===== config.mk =====
export PLATFORM = sky130hd
export DESIGN_NAME = neuron_accum
export DESIGN_NICKNAME = d
export VERILOG_FILES = /design/src/rtl/neuron_accum.sv
export SDC_FILE = /design/constraint.sdc
export NUM_CORES = 1
export LEC_CHECK = 0
export ABC_AREA = 1
export BUFFER_PORTS_ARGS = -buffer_cell sky130_fd_sc_hd__buf_2
export CORE_ASPECT_RATIO = 1.5
export CORE_MARGIN = 1
export CORE_UTILIZATION = 30
export CTS_CLUSTER_SIZE = 20
export DETAILED_ROUTE_END_ITERATION = 8
export GPL_ROUTABILITY_DRIVEN = 0
export PLACE_DENSITY = 0.48
export SLEW_MARGIN = 25
export SYNTH_ARGS = -nofsm -noshare
export SYNTH_HDL_FRONTEND = slang
export SYNTH_SLANG_ARGS = --single-unit

===== constraint.sdc =====
create_clock -name clk -period 5.09 [get_ports clk]
set_input_delay 0 -clock clk [delete_from_list [all_inputs] [get_ports clk]]
set_output_delay 0 -clock clk [all_outputs]
set_load 0.02 [all_outputs]

===== src/rtl/neuron_accum.sv =====
//============================================================================
// Module   : neuron_accum
// Purpose  : Integrates synaptic hits into per-neuron membrane potentials and,
//            on each tick, sweeps all neurons to apply leak and queue spikes.
// Revision : 1.0  initial release
//============================================================================
`default_nettype none

module neuron_accum #(
  parameter int ID_Width     = 4,
  parameter int Weight_Width = 4,
  parameter int Pot_Width    = 8,
  parameter int Threshold    = 64,
  parameter int Leak         = 1,
  parameter int FIFO_Depth   = 4
) (
  input  logic                    clk,
  input  logic                    rst,
  input  logic                    Hit_In,
  input  logic [ID_Width-1:0]     DstID_In,
  input  logic [Weight_Width-1:0] Weight_In,
  input  logic                    Tick_In,
  output logic                    Busy_Out,
  output logic                    Spike_Valid_Out,
  output logic [ID_Width-1:0]     Spike_ID_Out,
  input  logic                    Spike_Ready_In,
  output logic                    Err_Out
);

  localparam int c_N  = 1 << ID_Width;
  localparam int c_AW = $clog2(FIFO_Depth);
  localparam logic signed [Pot_Width-1:0] c_THR   = Pot_Width'(Threshold);
  localparam logic signed [Pot_Width-1:0] c_LEAK  = Pot_Width'(Leak);
  localparam logic signed [Pot_Width-1:0] c_NLEAK = -c_LEAK;
  localparam logic signed [Pot_Width-1:0] c_PMAX  = {1'b0, {(Pot_Width-1){1'b1}}};
  localparam logic signed [Pot_Width-1:0] c_PMIN  = {1'b1, {(Pot_Width-1){1'b0}}};
  localparam logic [ID_Width-1:0]         c_LAST  = ID_Width'(c_N - 1);

  typedef enum logic [0:0] {S_IDLE = 1'b0, S_SWEEP = 1'b1} state_t;

  state_t                      r_state;
  logic signed [Pot_Width-1:0] r_pot [c_N];
  logic [ID_Width-1:0]         r_idx;
  logic                        r_err;
  logic [ID_Width-1:0]         r_fifo [FIFO_Depth];
  logic [c_AW:0]               r_wptr;
  logic [c_AW:0]               r_rptr;

  logic                        w_empty;
  logic                        w_full;
  logic                        w_pop;
  logic                        w_fire;
  logic                        w_push;
  logic                        w_stall;
  logic signed [Pot_Width-1:0] w_cur;
  logic signed [Pot_Width-1:0] w_next;
  logic signed [Pot_Width-1:0] w_hit_pot;
  logic [Pot_Width:0]          w_sum;
  logic signed [Pot_Width-1:0] w_sat;

  assign w_empty = (r_wptr == r_rptr);
  assign w_full  = (r_wptr[c_AW] != r_rptr[c_AW]) &&
                   (r_wptr[c_AW-1:0] == r_rptr[c_AW-1:0]);
  assign w_pop   = !w_empty && Spike_Ready_In;

  // A same-cycle pop frees the slot, so a full FIFO only stalls without one.
  assign w_cur   = r_pot[r_idx];
  assign w_fire  = (r_state == S_SWEEP) && (w_cur >= c_THR);
  assign w_push  = w_fire && (!w_full || w_pop);
  assign w_stall = w_fire && !w_push;

  always_comb begin
    w_next = w_cur;
    if (w_fire) begin
      w_next = '0;
    end else if (!w_cur[Pot_Width-1] && (w_cur != '0)) begin
      w_next = (w_cur > c_LEAK) ? (w_cur - c_LEAK) : '0;
    end else if (w_cur[Pot_Width-1]) begin
      w_next = (w_cur < c_NLEAK) ? (w_cur + c_LEAK) : '0;
    end
  end

  // One extra bit of headroom exposes overflow in the top two sum bits.
  assign w_hit_pot = r_pot[DstID_In];
  assign w_sum = {w_hit_pot[Pot_Width-1], w_hit_pot} +
                 {{(Pot_Width+1-Weight_Width){Weight_In[Weight_Width-1]}}, Weight_In};

  always_comb begin
    w_sat = w_sum[Pot_Width-1:0];
    if (w_sum[Pot_Width] != w_sum[Pot_Width-1]) begin
      w_sat = w_sum[Pot_Width] ? c_PMIN : c_PMAX;
    end
  end

  always_ff @(posedge clk) begin
    if (rst) begin
      r_state <= S_IDLE;
      r_idx   <= '0;
      r_err   <= 1'b0;
      r_wptr  <= '0;
      r_rptr  <= '0;
      for (int k = 0; k < c_N; k++) begin
        r_pot[k] <= '0;
      end
    end else begin
      if (w_pop) begin
        r_rptr <= r_rptr + (c_AW+1)'(1);
      end
      if (w_push) begin
        r_fifo[r_wptr[c_AW-1:0]] <= r_idx;
        r_wptr <= r_wptr + (c_AW+1)'(1);
      end
      case (r_state)
        S_IDLE: begin
          if (Hit_In) begin
            r_pot[DstID_In] <= w_sat;
          end
          if (Tick_In) begin
            r_state <= S_SWEEP;
            r_idx   <= '0;
          end
        end
        S_SWEEP: begin
          if (Hit_In || Tick_In) begin
            r_err <= 1'b1;
          end
          if (!w_stall) begin
            r_pot[r_idx] <= w_next;
            r_idx        <= r_idx + ID_Width'(1);
            if (r_idx == c_LAST) begin
              r_state <= S_IDLE;
            end
          end
        end
        default: r_state <= S_IDLE;
      endcase
    end
  end

  assign Busy_Out        = (r_state == S_SWEEP);
  assign Spike_Valid_Out = !w_empty;
  assign Spike_ID_Out    = w_empty ? '0 : r_fifo[r_rptr[c_AW-1:0]];
  assign Err_Out         = r_err;

endmodule

`default_nettype wire


==> results.sh <==
export IMPL_ctsResizeCount=0
export IMPL_finClkSkew_ns=0.01686
export IMPL_cts_hold_buf=4
export IMPL_numPortBuffers=19
export IMPL_n_fill_cell=3487
export IMPL_cap_violations=0
export IMPL_async_reset_ff_frac=0
export IMPL_setup_viol=0
export IMPL_final_setup_tns_ns=0
export IMPL_wire_per_inst_um=18.27
export IMPL_synth_area_leaders="edfxtp_1, nand2_1, nand3_1, inv_1, nor2_1"
export IMPL_outcome="finished clean"
export IMPL_cts_made_buffers=17
export IMPL_layout_commonest_cell="nand2_1"
export IMPL_synth_top_area_cell="edfxtp_1"
export IMPL_crit_fanout=39
export IMPL_syn_inst=1292
export IMPL_grt_max_degree=43
export IMPL_diodes=0
export IMPL_clock_sinks=162
export IMPL_grt_pass1_vias=8234
export IMPL_hold_viol_final=0
export IMPL_die_w_um=151.4
export IMPL_required_ns=5.41
export IMPL_routed_wl_mm=31.33
export IMPL_hold_path_class="in2reg"
export IMPL_critPathCaptureType="flip-flop"
export IMPL_ys_ff_latch=162
export IMPL_syn_avg_cell_area_um2=7.773
export IMPL_final_cells=1715
export IMPL_first_iter_violations=565
export IMPL_grt_overflow_total=0
export IMPL_layout_common_cells="nand2_1, inv_1, nor2_1"
export IMPL_max_freq_ghz=0.2579
export IMPL_max_slew_margin=0.4399
export IMPL_critPathArrivalTime_ns=4.20
export IMPL_synthDistinctLibCells=41
export IMPL_htree_levels=4
export IMPL_drt_antenna_violating_nets=0
export IMPL_cts_root_buf="clkbuf_16"
export IMPL_antenna_found_initial=0
export IMPL_initial_utilization=0.3068
export IMPL_criticalPathCategory="in2reg"
export IMPL_power_leakage_uw=0.004788
export IMPL_netlist_area_um2=10040
export IMPL_rsz0062_at_grt="no"
export IMPL_synth_net_count=1324
export IMPL_io_pins=20
export IMPL_vias=8528
export IMPL_synth_edf_count=144
export IMPL_clockBufferDepth=2
export IMPL_power_density_nw_per_um2=336.8
export IMPL_slew_violations=0
export IMPL_cts_clk_slew_worst_paths_ns=0.07
export IMPL_regToRegSetupSlack_ns=1.25
export IMPL_post_cts_buffers=0
export IMPL_synth_top_area_frac=0.4306
export IMPL_ys_seq_area_frac=0.4665
export IMPL_track_usage=0.1923
export IMPL_chipHeight_um=226.1
export IMPL_placementRows=81
export IMPL_grt_pass1_wl_mm=47.60
export IMPL_period_minus_slack_ns=3.877
export IMPL_coreArea_um2=32740
export IMPL_die_area_um2=34220
export IMPL_ys_warn_count=0
export IMPL_nNetsFinal=1319
export IMPL_placed_cells=1679
export IMPL_irDropWorstVdd_uv=270.7
export IMPL_start_kind="input pin"
export IMPL_drt_vias_per_instance=4.973
export IMPL_worstSkewPairLatency_ns=0.45
export IMPL_drive_gt1_frac=0.09538
export IMPL_drtPass1Iterations=5
export IMPL_ys_flop_type="edfxtp_1"
export IMPL_finalCritPeriodShare=0.7617
export IMPL_cts_tree="done"
export IMPL_area_delta_synth_final_pct=9.631
export IMPL_hpwl_mm=22.83
export IMPL_tightest_slew_ns=0.8380
export IMPL_drc=0
synthesized netlist by cell type (12+ instances only):
library cell  count
nand2_2          20
nand3_1         153
clkbuf_1         26
a21oi_1          82
nand2_1         260
o211ai_1         12
inv_1           182
nor2_1          160
o21ai_0          96
ha_1             18
edfxtp_1        144
dfxtp_1          18
buf_2            15
power by group:
part           internal (uW)  total, uW  switching [uW]
combinational            250        957             707
clock                    626       1190             566
sequential              1510       1560            45.1
total                   2390       3710            1320
stage by stage:
stage | cell area, um2 | total power, uW | hold slack [ns] | util | setup WS, ns
finish | 11010 | 3708 | 0.3777 | 0.3363 | 1.213
global route | 11010 | 3885 | 0.4067 | 0.3363 | 0.6923
CTS | 11010 | 3741 | 0.3624 | 0.3363 | 1.281
detailed placement | 10430 | 2542 | 0.2457 | 0.3187 | 0.8296
global placement | 10430 | 2542 | 0.2365 | 0.3187 | 0.9575
floorplan | 10040 | 2242 | 0.06907 | - | 1.996
flip-flops by register name, summed over array words and instances, names as in the netlist, named ones only:
| register | count |
|---|---|
| r_pot | 128 |
| r_fifo | 16 |
| r_idx | 4 |
| r_rptr | 3 |
| r_wptr | 3 |
| Busy_Out | 1 |
| Err_Out | 1 |
worst max-delay path, cell delays in order:
cell and delay (ns):
buf_2 0.55, buf_4 0.45, o21ai_0 0.12, o21ai_0 0.21, o221ai_1 0.12, o21ai_0 0.16, ha_1 0.24, inv_1 0.06
fa_1 0.40, o21ai_0 0.36, nand2_1 0.09, nand3_1 0.08, nor2_1 0.04, a21oi_1 0.11, inv_1 0.08, nand2_1 0.06
nand2_1 0.08, inv_1 0.15, o21ai_0 0.11, nand2_1 0.50, nand2_1 0.12, inv_1 0.07
cell type report:
class	count	area, um2	area share
Clock buffer	17	425.4	0.03864
Clock inverter	15	111.4	0.01011
Inverter	188	708.2	0.06433
Multi-Input combinational cell	877	4289	0.3896
Sequential cell	162	4686	0.4256
Tap cell	415	519.2	0.04716
Timing Repair Buffer	41	270.3	0.02455
routing by layer:
layer / GRT usage / part of all wire
met1: 0.2243 / 0.40
met2: 0.3273 / 0.49
met3: 0.02970 / 0.050
met4: 0.1158 / 0.056
met5: 0 / 0
kinds of logic after synthesis:
logic type	share of synthesized area
compound gates	0.1125
xor+xnor	0.009595
fa+ha+maj	0.02442
buf+inv	0.1064
flops	0.4665
simple gates	0.2806
path summary, 6_finish.rpt:
check | startpoint | end | cells after the start
max | DstID_In[0] | r_pot[4][0] | 22
min | Hit_In | r_pot[2][0] | 7
max reg2reg | flip-flop | r_pot[7][2] | 16
min reg2reg | r_rptr[2] | r_rptr[2] | 2
Note: power is estimated with default switching activity, not from simulation.
